===== config.mk =====
export PLATFORM = sky130hd
export DESIGN_NAME = mag_comp_serial
export DESIGN_NICKNAME = d
export VERILOG_FILES = /design/src/rtl/comp_pkg.sv /design/src/rtl/digit_cmp.sv /design/src/rtl/mag_comp_serial.sv
export SDC_FILE = /design/constraint.sdc
export NUM_CORES = 1
export LEC_CHECK = 0
export ABC_AREA = 1
export CORE_ASPECT_RATIO = 1.2
export CORE_UTILIZATION = 55
export CTS_CLUSTER_DIAMETER = 40
export DETAILED_ROUTE_END_ITERATION = 10
export GPL_ROUTABILITY_DRIVEN = 0
export GPL_TIMING_DRIVEN = 0
export PLACE_DENSITY_LB_ADDON = 0.08
export SETUP_SLACK_MARGIN = 0.05
export SLEW_MARGIN = 40
export SYNTH_ARGS = -nofsm -noshare
export SYNTH_HDL_FRONTEND = slang
export SYNTH_SLANG_ARGS = --single-unit
export TNS_END_PERCENT = 20

===== constraint.sdc =====
create_clock -name clk_i -period 3 [get_ports clk_i]
set_clock_uncertainty 0.15 [all_clocks]
set_input_delay 0.75 -clock clk_i [delete_from_list [all_inputs] [get_ports clk_i]]
set_output_delay 0.75 -clock clk_i [all_outputs]
set_load 0.005 [all_outputs]

===== src/rtl/comp_pkg.sv =====
// Shared types and constants for the digit-serial magnitude comparator.
package comp_pkg;

    typedef enum logic [1:0] {
        StIdle,
        StRun,
        StDone
    } state_e;

    localparam logic [1:0] ResEq = 2'd0;
    localparam logic [1:0] ResGt = 2'd1;
    localparam logic [1:0] ResLt = 2'd2;

    localparam int unsigned MATCH_CNT_W = 8;

endpackage


===== src/rtl/digit_cmp.sv =====
// Combinational compare of one DIGIT-bit slice of each operand.
module digit_cmp #(
    parameter int unsigned DIGIT = 4
) (
    input  logic [DIGIT-1:0] a_i,
    input  logic [DIGIT-1:0] b_i,
    output logic             eq_o,
    output logic             gt_o
);

    assign eq_o = (a_i == b_i);
    assign gt_o = (a_i > b_i);

endmodule


===== src/rtl/mag_comp_serial.sv =====
// Digit-serial EQ/GT/LT comparator, MSB digit first, with a saturating equal-result counter.
// Define MAG_COMP_EARLY_TERM_EN to finish on the first differing digit.
module mag_comp_serial
    import comp_pkg::*;
#(
    parameter int unsigned WIDTH  = 16,
    parameter int unsigned DIGIT  = 4,
    parameter bit          SIGNED = 1'b0
) (
    input  logic                   clk_i,
    input  logic                   rst_i,
    input  logic                   start_i,
    input  logic [WIDTH-1:0]       a_i,
    input  logic [WIDTH-1:0]       b_i,
    output logic                   busy_o,
    output logic                   done_o,
    output logic                   eq_o,
    output logic                   gt_o,
    output logic                   lt_o,
    output logic [MATCH_CNT_W-1:0] match_cnt_o
);

    localparam int unsigned D    = WIDTH / DIGIT;
    localparam int unsigned CntW = $clog2(D + 1);
    // Flipping the sign bit maps two's-complement order onto unsigned order.
    localparam logic [WIDTH-1:0] SignFlip = SIGNED ? {1'b1, {(WIDTH-1){1'b0}}} : '0;
    localparam logic [MATCH_CNT_W-1:0] MatchMax = '1;

    state_e                 state_q, state_d;
    logic [WIDTH-1:0]       a_q, a_d, b_q, b_d;
    logic [CntW-1:0]        cnt_q, cnt_d;
    logic [1:0]             res_q, res_d;
    logic                   eq_q, eq_d, gt_q, gt_d, lt_q, lt_d;
    logic [MATCH_CNT_W-1:0] match_q, match_d;

    logic       dig_eq, dig_gt, fin;
    logic [1:0] dig_res;

    digit_cmp #(
        .DIGIT(DIGIT)
    ) u_digit_cmp (
        .a_i  (a_q[WIDTH-1 -: DIGIT]),
        .b_i  (b_q[WIDTH-1 -: DIGIT]),
        .eq_o (dig_eq),
        .gt_o (dig_gt)
    );

    always_comb begin
        state_d = state_q;
        a_d     = a_q;
        b_d     = b_q;
        cnt_d   = cnt_q;
        res_d   = res_q;
        eq_d    = eq_q;
        gt_d    = gt_q;
        lt_d    = lt_q;
        match_d = match_q;
        dig_res = res_q;
        fin     = 1'b0;

        unique case (state_q)
            StIdle: begin
                if (start_i) begin
                    state_d = StRun;
                    a_d     = a_i ^ SignFlip;
                    b_d     = b_i ^ SignFlip;
                    cnt_d   = CntW'(D);
                    res_d   = ResEq;
                    eq_d    = 1'b0;
                    gt_d    = 1'b0;
                    lt_d    = 1'b0;
                end
            end
            StRun: begin
                // Only the most significant differing digit decides the order.
                if (res_q == ResEq && !dig_eq) begin
                    dig_res = dig_gt ? ResGt : ResLt;
                end
                res_d = dig_res;
                a_d   = a_q << DIGIT;
                b_d   = b_q << DIGIT;
                cnt_d = cnt_q - CntW'(1);
                fin   = (cnt_q == CntW'(1));
`ifdef MAG_COMP_EARLY_TERM_EN
                if (dig_res != ResEq) begin
                    fin = 1'b1;
                end
`endif
                if (fin) begin
                    state_d = StDone;
                    eq_d    = (dig_res == ResEq);
                    gt_d    = (dig_res == ResGt);
                    lt_d    = (dig_res == ResLt);
                    if (dig_res == ResEq && match_q != MatchMax) begin
                        match_d = match_q + MATCH_CNT_W'(1);
                    end
                end
            end
            StDone: begin
                state_d = StIdle;
            end
            default: begin
                state_d = StIdle;
            end
        endcase
    end

    always_ff @(posedge clk_i) begin
        if (rst_i) begin
            state_q <= StIdle;
            a_q     <= '0;
            b_q     <= '0;
            cnt_q   <= '0;
            res_q   <= ResEq;
            eq_q    <= 1'b0;
            gt_q    <= 1'b0;
            lt_q    <= 1'b0;
            match_q <= '0;
        end else begin
            state_q <= state_d;
            a_q     <= a_d;
            b_q     <= b_d;
            cnt_q   <= cnt_d;
            res_q   <= res_d;
            eq_q    <= eq_d;
            gt_q    <= gt_d;
            lt_q    <= lt_d;
            match_q <= match_d;
        end
    end

    assign busy_o      = (state_q != StIdle);
    assign done_o      = (state_q == StDone);
    assign eq_o        = eq_q;
    assign gt_o        = gt_q;
    assign lt_o        = lt_q;
    assign match_cnt_o = match_q;

endmodule


==> results.md <==
- Achievable Freq: 442 MHz
- Total power: 1.61 mW
- Cell area after synthesis: 2360 sq um
- Flops & latches, synth: 50
- Dominant synthesized flop cell: dfxtp_1
- Num rows: 25
- Clk_lat worst skew: 0.30 ns
- DRC Markers: 0
- Critical path startpoint category: flip-flop
- Crit path buf inv count: 2
- P_int: 1.12 mW
- Antenna violations before repair: 0
- Area growth from synthesis to layout: 27.0%
- Ys Warns: 0
- I/O Pins: 48
- TritonCTS Buffers: 5
- Ys async rst share: 0
- Core area: 4040 sq um
- Initial Util: 0.586
- Largest net degree at the start of global routing: 15
- Longest Clk Path Bufs: 2
- Setup violations, final: 0
- Vias in the first global route: 2108
- Fin cells: 427
- Max-cap violations: 0
- Postcts setup bufs: 0
- Leakage: 1.20 nW
- Top Family by Delay on Critical Path: buffers and inverters
- Residual overflow from global routing: 0
- Final Hold Fails: 0
- CP Capture Type: output port
- Unrepaired setup endpoints after global routing: no
- Max incr delay on CP: 0.50 ns
- CP Class: reg -> out
- Fin crit period: 2.26 ns
- CP arrival: 1.36 ns
- Post-Synth Simple-Gate Area: 0.247
- Net Sw Frac: 0.302
- All-layer global routing usage: 0.279
- Antenna-violating nets left: 0
- Register area share after synthesis: 0.424
- Final WS setup: 0.737 ns
- 1st-iter DRT viols: 138
- Synthesized area per cell: 7.41 sq um
- Slew at the pin with the worst max-slew slack: 0.484 ns
- Post-synth EDFFs: 0
- Clk sink count: 50
- Final net count: 414
- Main combinational cell family by area after synthesis: simple AND/OR/NAND/NOR gates
- Die X: 61.8 microns
- Worst-path maximum fanout: 4
- Pins Over Slew Limit: 0
- Post-cts resize count: 0
- VDD IR-drop max: 0.398 mV
- Combinational power share: 0.245
- CTS H-Tree Depth: 2
- Mux cell area share after synthesis: 0
- Final critical-path share of the clock period: 0.754
- Vias: 2334
- Synth Instances: 319
- Total wire length: 5800 microns
- Vias per std cell: 5.47
- Drt wl/cell: 13.6 microns
- Max transition margin: 0.677
- Status: completed
- Top cells by area, synth: dfxtp_1 (42%), nand2_1 (13%), a31oi_1 (6.6%), nand3_1 (5.9%), o21ai_0 (5.3%)
- Worst-path clk slew: 0.09 ns
- Synthesized Nets: 361
- N_diodes: 0
- HP Class: reg -> reg
- Synth top area share: 0.424
- Xor and xnor area share after synthesis: 0.0185
- Critical path, cell by cell: inv_2 -> nor2_1 -> clkdlybuf4s50_1
- Sequential share of power: 0.476
- Largest area contributor in the synthesized netlist: dfxtp_1
- Place WS: 0.686 ns
- Die area: 4560 sq um
- Critical Path RT: 2.10 ns
- Placed cell count: 419
- Switch Pwr: 485 uW
- Fill cells: 326
- Most frequent cells in the layout: nand2_1 (83), dfxtp_1 (50), clkdlybuf4s50_1 (46), nand3_1 (28)
- Pwr Density: 535 nW/um^2
- Slowest CP cell: clkdlybuf4s50_1
- Die height: 73.8 microns
- Hpwl dp: 4120 microns
- Cell variety after synth: 27
- CTS tree: built
- TritonRoute pass-1 iters: 4
- Clock share of power: 0.279
- First-pass GRT wire length: 9250 microns
- Share of layout cells above drive strength 1: 0.0965
- Synth Area in Adders: 0.0371
- Most common cell after layout, fill and taps aside: nand2_1
- Cell at the root of the clock tree: clkbuf_8
- Setup TNS: 0 ns
- Synth Area in Compound Gates: 0.187
- IO buf count: 46
- Hold-fix buffers, CTS: 0
[flip-flops by register name (all words and copies together) (netlist names)]
signal       flops
match_cnt_o      8
cnt_q            3
eq_o             1
a_q             16
b_q             16
state_q          2
res_q            2
gt_o             1
lt_o             1
[cell type report]
type / count / area [sq um] / share of cell area
Buffer: 19 / 106 / 0.0354
Clock buffer: 8 / 110 / 0.0367
Inverter: 26 / 98.8 / 0.0329
Multi-Input combinational cell: 224 / 1160 / 0.386
Sequential cell: 50 / 1000 / 0.333
Tap cell: 54 / 67.6 / 0.0225
Timing Repair Buffer: 46 / 460 / 0.153
[cells by family (layout without fill, tap and decap cells)]
group | after synthesis | count (layout)
buffers and inverters | 45 | 99
xor gates and xnor gates | 5 | 5
DFF | 50 | 50
adders and majority gates | 7 | 7
AOI/OAI and AO/OA | 79 | 79
and+or+nand+nor | 133 | 133
[layer usage]
metal  GRT usage  part of all wire
met5           0                 0
met2       0.472              0.49
met1       0.330              0.44
met3      0.0616             0.050
met4       0.121             0.027
[tightest hold or removal path, delay by kind of cell, from the launching register on]
family          cells  cell delay, ns
flops               1            0.32
simple gates        1            0.06
compound gates      1            0.05
[power by group through the flow]
stage / sequential [mW] / clock, mW / combinational [mW]
3_3_place_gp: 0.777 / 0 / 0.379
3_5_place_dp: 0.779 / 0 / 0.388
5_1_grt: 0.771 / 0.479 / 0.441
4_1_cts: 0.764 / 0.453 / 0.391
2_1_floorplan: 0.770 / 0 / 0.260
6_report: 0.765 / 0.449 / 0.393
[per-stage QoR]
step | hold slack (ns) | util | instance area (sq um)
after CTS | 0.320 | 0.744 | 3000
after floorplan | 0.295 | - | 2360
after global placement | 0.303 | 0.717 | 2890
after global routing | 0.336 | 0.744 | 3000
after detailed placement | 0.307 | 0.717 | 2890
final | 0.320 | 0.744 | 3000
[worst paths after layout]
check	from	end	slack, ns	cells after the start
hold / removal	a_q[3]$_SDFFE_PP0P_	a_q[3]$_SDFFE_PP0P_	0.32	2
hold reg to reg	a_q[3]$_SDFFE_PP0P_	a_q[3]$_SDFFE_PP0P_	0.32	2
setup reg to reg	b_q[15]$_SDFFE_PP0P_	match_cnt_o[5]$_SDFFE_PP0P_	1.14	9
setup / recovery	state_q[1]$_SDFFE_PP0P_	done_o	0.74	3
[Yosys cell counts (4+ instances only)]
cell type and instances:
ha_1 7, nor2_1 13, buf_2 9, nand2_1 83, dfxtp_1 50, inv_2 5, a21oi_1 24, xnor2_1 4
a31oi_1 25, clkbuf_1 6, inv_1 20, o21ai_0 25, nand3_1 28
(Power assumes the default switching activity.)
